File: config.mk
export PLATFORM = sky130hd
export DESIGN_NAME = hazard_forward_unit
export DESIGN_NICKNAME = d
export VERILOG_FILES = /design/src/rtl/hazard_forward_unit_pkg.sv /design/src/rtl/hazard_tag_pipe.sv /design/src/rtl/hazard_forward_unit.sv
export SDC_FILE = /design/constraint.sdc
export NUM_CORES = 1
export LEC_CHECK = 0
export CAP_MARGIN = 20
export CORE_UTILIZATION = 28
export CTS_CLUSTER_DIAMETER = 40
export DETAILED_ROUTE_END_ITERATION = 6
export SLEW_MARGIN = 10
export SYNTH_ARGS = -nofsm -noshare
export SYNTH_HDL_FRONTEND = slang
export SYNTH_SLANG_ARGS = --single-unit
File: constraint.sdc
create_clock -name clk -period 2.5 [get_ports clk]
set_input_delay 0.5 -clock clk [delete_from_list [all_inputs] [get_ports clk]]
set_output_delay 0.5 -clock clk [all_outputs]
set_load 0.1 [all_outputs]
File: src/rtl/hazard_forward_unit_pkg.sv
// Shared types and helpers for the hazard / forwarding unit.
//   state_e    : hazard controller states
//   tag_ctl_t  : per-stage control flags of an in-flight instruction tag
//   sel_width  : width of a forwarding select able to encode 0..depth
package hazard_forward_unit_pkg;

  localparam int unsigned CNT_W = 3;  // holds LOAD_LAT-1 (<=2) and FLUSH_CYC (<=4)

  typedef enum logic [1:0] {
    ST_RUN    = 2'd0,
    ST_LSTALL = 2'd1,
    ST_FLUSH  = 2'd2
  } state_e;

  typedef struct packed {
    logic valid;
    logic we;
    logic load;
  } tag_ctl_t;

  function automatic int unsigned sel_width(input int unsigned depth);
    return $clog2(depth + 1);
  endfunction

endpackage

File: src/rtl/hazard_tag_pipe.sv
// Shift register of destination tags following issued instructions down the pipe.
// Ports:
//   clk, rst_n : clock, async active-low reset (clears every entry to a bubble)
//   in_ctl     : control flags entering entry 1 (valid=0 inserts a bubble)
//   in_rd      : destination register entering entry 1
//   ctl, rd    : tag entries, index 0 = entry 1 (EX), index DEPTH-1 = oldest
module hazard_tag_pipe
  import hazard_forward_unit_pkg::*;
#(
  parameter int unsigned DEPTH  = 3,
  parameter int unsigned REG_AW = 5
) (
  input  logic                         clk,
  input  logic                         rst_n,
  input  tag_ctl_t                     in_ctl,
  input  logic [REG_AW-1:0]            in_rd,
  output tag_ctl_t [DEPTH-1:0]         ctl,
  output logic [DEPTH-1:0][REG_AW-1:0] rd
);

  // Every cycle each entry moves one stage older.
  always_ff @(posedge clk or negedge rst_n) begin
    if (!rst_n) begin
      ctl <= '0;
      rd  <= '0;
    end else begin
      ctl <= {ctl[DEPTH-2:0], in_ctl};
      rd  <= {rd[DEPTH-2:0], in_rd};
    end
  end

endmodule

File: src/rtl/hazard_forward_unit.sv
// Data-hazard detection, load-use stall and branch flush control with
// per-source forwarding selects.
// Ports:
//   clk, rst_n  : clock, async active-low reset
//   issue_*     : instruction presented at decode (valid, sources, dest, we, load)
//   br_taken    : branch/jump resolved taken this cycle
//   stall       : combinational, hold PC and decode
//   flush       : registered, squash fetch/decode (asserts the cycle after br_taken)
//   fwd_sel     : combinational, per source: 0 = register file, k = stage k
module hazard_forward_unit
  import hazard_forward_unit_pkg::*;
#(
  parameter  int unsigned REG_AW    = 5,
  parameter  int unsigned DEPTH     = 3,
  parameter  int unsigned NSRC      = 2,
  parameter  int unsigned LOAD_LAT  = 1,
  parameter  int unsigned FLUSH_CYC = 2,
  localparam int unsigned SELW      = sel_width(DEPTH)
) (
  input  logic                   clk,
  input  logic                   rst_n,
  input  logic                   issue_valid,
  input  logic [NSRC*REG_AW-1:0] issue_rs,
  input  logic [REG_AW-1:0]      issue_rd,
  input  logic                   issue_we,
  input  logic                   issue_load,
  input  logic                   br_taken,
  output logic                   stall,
  output logic                   flush,
  output logic [NSRC*SELW-1:0]   fwd_sel
);

  tag_ctl_t [DEPTH-1:0]         ctl;
  logic [DEPTH-1:0][REG_AW-1:0] rd;
  tag_ctl_t                     in_ctl;
  logic [NSRC-1:0][DEPTH-1:0]   hit;
  logic [NSRC-1:0]              ld_hit;
  logic                         hazard;
  state_e                       state, state_n;
  logic [CNT_W-1:0]             cnt, cnt_n;
  logic                         unused_load;

  hazard_tag_pipe #(
    .DEPTH  (DEPTH),
    .REG_AW (REG_AW)
  ) u_tag_pipe (
    .clk    (clk),
    .rst_n  (rst_n),
    .in_ctl (in_ctl),
    .in_rd  (issue_rd),
    .ctl    (ctl),
    .rd     (rd)
  );

  // Per-source, per-stage producer match; x0 never matches.
  for (genvar i = 0; i < NSRC; i++) begin : g_src
    logic [REG_AW-1:0] rs;
    logic [SELW-1:0]   sel;

    assign rs = issue_rs[i*REG_AW +: REG_AW];

    for (genvar k = 0; k < DEPTH; k++) begin : g_stg
      assign hit[i][k] = ctl[k].valid && ctl[k].we && (rd[k] == rs) && (rd[k] != '0);
    end

    assign ld_hit[i] = hit[i][0] && ctl[0].load;

    // Youngest producer wins: scan oldest to youngest so the lowest stage overrides.
    always_comb begin
      sel = '0;
      for (int k = DEPTH - 1; k >= 0; k--) begin
        if (hit[i][k]) sel = SELW'(k + 1);
      end
    end

    assign fwd_sel[i*SELW +: SELW] = sel;
  end

  // Only entry 1's load flag matters for load-use detection.
  always_comb begin
    unused_load = 1'b0;
    for (int k = 1; k < DEPTH; k++) unused_load = unused_load ^ ctl[k].load;
  end

  assign hazard = issue_valid && !flush && (|ld_hit);

  // Entry 1 takes the issued instruction only when decode actually advances.
  always_comb begin
    in_ctl = '0;
    if (issue_valid && !stall && !flush) begin
      in_ctl.valid = 1'b1;
      in_ctl.we    = issue_we;
      in_ctl.load  = issue_load;
    end
  end

  // State register; flush is registered from the next state.
  always_ff @(posedge clk or negedge rst_n) begin
    if (!rst_n) begin
      state <= ST_RUN;
      cnt   <= '0;
      flush <= 1'b0;
    end else begin
      state <= state_n;
      cnt   <= cnt_n;
      flush <= (state_n == ST_FLUSH);
    end
  end

  // Next state; a taken branch overrides everything and drops pending stalls.
  always_comb begin
    state_n = state;
    cnt_n   = cnt;
    case (state)
      ST_RUN: begin
        if (hazard && (LOAD_LAT > 1)) begin
          state_n = ST_LSTALL;
          cnt_n   = CNT_W'(LOAD_LAT - 1);
        end
      end
      ST_LSTALL, ST_FLUSH: begin
        if (cnt <= CNT_W'(1)) begin
          state_n = ST_RUN;
          cnt_n   = '0;
        end else begin
          cnt_n = cnt - CNT_W'(1);
        end
      end
      default: begin
        state_n = ST_RUN;
        cnt_n   = '0;
      end
    endcase
    if (br_taken) begin
      state_n = ST_FLUSH;
      cnt_n   = CNT_W'(FLUSH_CYC);
    end
  end

  // Stall output, zero latency from the issue inputs.
  always_comb begin
    stall = 1'b0;
    case (state)
      ST_RUN:    stall = hazard;
      ST_LSTALL: stall = 1'b1;
      default:   stall = 1'b0;
    endcase
  end

endmodule

==> run_results.csv <==
group,metric,value,unit
run_status,outcome,"finished, violations left",
run_status,failing_checks,"setup timing",
worst_setup_path,path_delay_family,"simple AND/OR/NAND/NOR gates",
worst_setup_path,required_time_of_the_worst_setup_path,2000,ps
grt,grt_antenna_before_repair,0,
synth,synth.largest_area_cell,"dfrtp_1",
grt,grt_util_all_layers,0.133,
routing,routed_wire_length_per_instance,13.1,um
synth,seq_area_frac_synth,0.500,
clocking,clkTransAtPathRegs,90,ps
layout,drive_gt1_frac,0.335,
synth,async_set_or_reset_register_ratio_after_synthesis,1.00,
worst_setup_path,path_buf_inv,2,
synth,post_synth_fa_ha_maj_area_fraction,0.0446,
synth,synth_largest_type_area_fraction,0.500,
synth,mappedNetlistNets,143,
floorplanning,core_area,4790,sq um
routing,antenna_left,0,
clocking,clkLatencyLatePin,260,ps
worst_setup_path,max_stage_delay,560,ps
hold_path,worst_hold_path_type,"reg2reg",
worst_setup_path,path_class,"reg2out",
worst_setup_path,worst_path_max_delay_cell,"or4_4",
routing,dr_total_vias,1079,
clocking,post_cts_hold_buffer_count,0,
timing,setup_violations,5,
layout,area.growth.synth_to_final,51.5,%
timing,achievable-frequency,391,MHz
clocking,total_cts_buffers,3,
routing,dr.first_iter.drc_count,24,
placed_design,dp_hpwl,2460,um
power_and_ir_drop,pwr_density_cell,631,nW/um^2
timing,worstMarginPinSlew,428,ps
synth,synth-xor-area-share,0.187,
routing,drt_pass1_iterations,6,
routing,drcViolationCount,0,
grt,globalRoute.totalOverflow,0,
timing,setup_repair_after_global_routing_missed_its_margin,"true",
timing,layout_setup_ws,-56.5,ps
floorplanning,floorplan.initialDensity,0.293,
clocking,cts_tree,"built",
layout,post-route-cell-area,2120,sq um
worst_setup_path,setup.worst_path.end_class,"output pin",
synth,synth_common_cells,"dfrtp_1 (28), xor2_1 (17), xnor2_1 (13)",
synth,synth_warnings,0,
layout,final_nets,197,
floorplanning,num_io_pins,27,
synth,number_of_enable_type_register_cells_in_the_synthesized_netlist,0,
synth,post_synth_inst_count,117,
synth,synth.area.mux_share,0.00714,
timing,final-max-slew-violation-count,0,
timing,fin_crit_sh,1.02,
worst_setup_path,worst_ep_arrival_time,2060,ps
placed_design,place_congestion,0.885,
grt,grt_pass1_vias,1165,
worst_setup_path,path_cells,"or4_4 > o211ai_4 > nor2_2 > buf_6 > a21oi_4 > buf_12",
clocking,clockBufferDepth,2,
synth,most_frequent_cell_after_synthesis,"dfrtp_1",
timing,post-route-min-period,2560,ps
placed_design,detailed_place.area,1920,sq um
synth,commonest_register_cell_after_synthesis,"dfrtp_1",
clocking,htree_num_levels,1,
worst_setup_path,crit_path_max_fanout,4,
synth,syn_avg_cell_area,12.0,sq um
grt,grt_first_pass_wirelength,5290,um
grt,grt_max_degree,29,
synth,netlist_area,1400,sq um
timing,skew,4.84,ps
layout,antenna_cells,0,
power_and_ir_drop,leakagePower,0.000886,uW
floorplanning,dieHeight,72.8,um
floorplanning,placementRows,25,
synth,synthDistinctLibCells,36,
synth,share_of_the_synthesized_area_in_compound_gates_ao_oa_aoi_oai,0.108,
synth,count_of_state_elements_after_synthesis,28,
routing,viasPerCell,4.55,
routing,wl,3110,um
synth,synthSimpleGateAreaFrac,0.137,
synth,post_synth_main_area_contributors,"dfrtp_1 (50%), xor2_1 (11%), xnor2_1 (8.1%), ha_1 (4.5%), nor3_1 (2.1%)",
floorplanning,die-area,5300,sq um
placed_design,buffer_ports.inserted,26,
clocking,cts-root-buf,"clkbuf_8",
timing,holdWs,393,ps
run,drv_cap,0,
timing,slew_headroom,0.712,
clocking,cts.sinks,28,
power_and_ir_drop,peakVddDrop,0.000430,V
timing,final-hold-violation-count,0,
worst_setup_path,startpoint_types,"flop",
synth,synth_top_family_by_area,"XOR/XNOR gates",
floorplanning,die_width,72.8,um
layout,utilization,0.444,
-- power breakdown --
part / switching (uW) / internal [uW] / leakage [uW]
Clock: 126 / 214 / 0.0000357
Combinational: 235 / 184 / 0.000512
Sequential: 60.6 / 522 / 0.000338
Total: 421 / 919 / 0.000886
-- worst paths after layout --
path / from / to / slack [ps] / depth (start not counted)
worst max-delay path: u_tag_pipe.rd[0]$_DFF_PN0_ / fwd_sel[3] / -60 / 6
worst min-delay path: u_tag_pipe.ctl[5]$_DFF_PN0_ / u_tag_pipe.ctl[8]$_DFF_PN0_ / 390 / 0
worst max register to register: u_tag_pipe.rd[0]$_DFF_PN0_ / u_tag_pipe.ctl[1]$_DFF_PN0_ / 590 / 5
worst min register to register: u_tag_pipe.ctl[5]$_DFF_PN0_ / u_tag_pipe.ctl[8]$_DFF_PN0_ / 390 / 0
max in group asynchronous: rst_n / u_tag_pipe.rd[3]$_DFF_PN0_ / 1640 / 2
min in group asynchronous: rst_n / state[0]$_DFF_PN0_ / 590 / 2
-- what timing repair did --
item | 4_1_cts | 5_1_grt
buffers inserted | 5 | 3
resized for setup | 21 | 10
pin swaps | 13 | 12
endpoints found under the setup margin | 5 | 5
-- kinds of logic after synthesis --
| logic type | after synthesis |
|---|---|
| muxes | 1 |
| adders and majority gates | 5 |
| AOI/OAI and AO/OA | 17 |
| DFF | 28 |
| xor gates and xnor gates | 30 |
| buffers and inverters | 6 |
| and+or+nand+nor | 30 |
-- area by class of cell --
| class | instances | area [sq um] |
|---|---|---|
| clock buffers | 3 | 41.3 |
| clock inverters | 1 | 30.0 |
| fillers | 461 | 2660 |
| inverters | 5 | 18.8 |
| multi-input cells | 83 | 754 |
| flip-flops and latches | 28 | 706 |
| well taps | 67 | 83.8 |
| repair buffers | 50 | 490 |
-- worst reg2reg max path, cell delays in order, from the launching register on --
cell	delay (ps)
dfrtp_2	450
or4_4	560
o211ai_4	260
a2111oi_4	60
buf_4	140
nor4b_1	310
-- cells in the final DEF, fill, tap and decap left out, types with 3 or more instances in the layout --
cell type and count:
clkdlybuf4s15_1 3, nor3_2 3, a21oi_1 4, buf_4 23
dfrtp_1 24, dlygate4sd2_1 6, xnor2_1 11, xor2_1 17
dfrtp_2 4, clkdlybuf4s50_1 10, nor3_1 3, inv_1 5
nor2_1 4, clkbuf_8 3, ha_1 4, buf_12 5
-- sequential cells by signal, indices dropped and copies added, names as in the netlist --
name            flops
cnt                 3
state               2
u_tag_pipe.ctl      7
flush               1
u_tag_pipe.rd      15
-- metrics by stage --
step                instances  setup TNS [ps]  setup slack (ps)  total power (uW)
detailed placement        225            -840              -260               998
floorplan                 117            -158              -101               854
CTS                       234            -437             -98.4              1350
global route              237            -556              -141              1430
finish                    237            -223             -56.5              1340
global placement          225            -780              -239               973
-- layer usage --
layer,part of all wire,global-route usage
met5,0,0
met4,0.018,0.0610
met3,0.047,0.0138
met2,0.49,0.232
met1,0.44,0.166
Power figures use the tool's default switching activity.
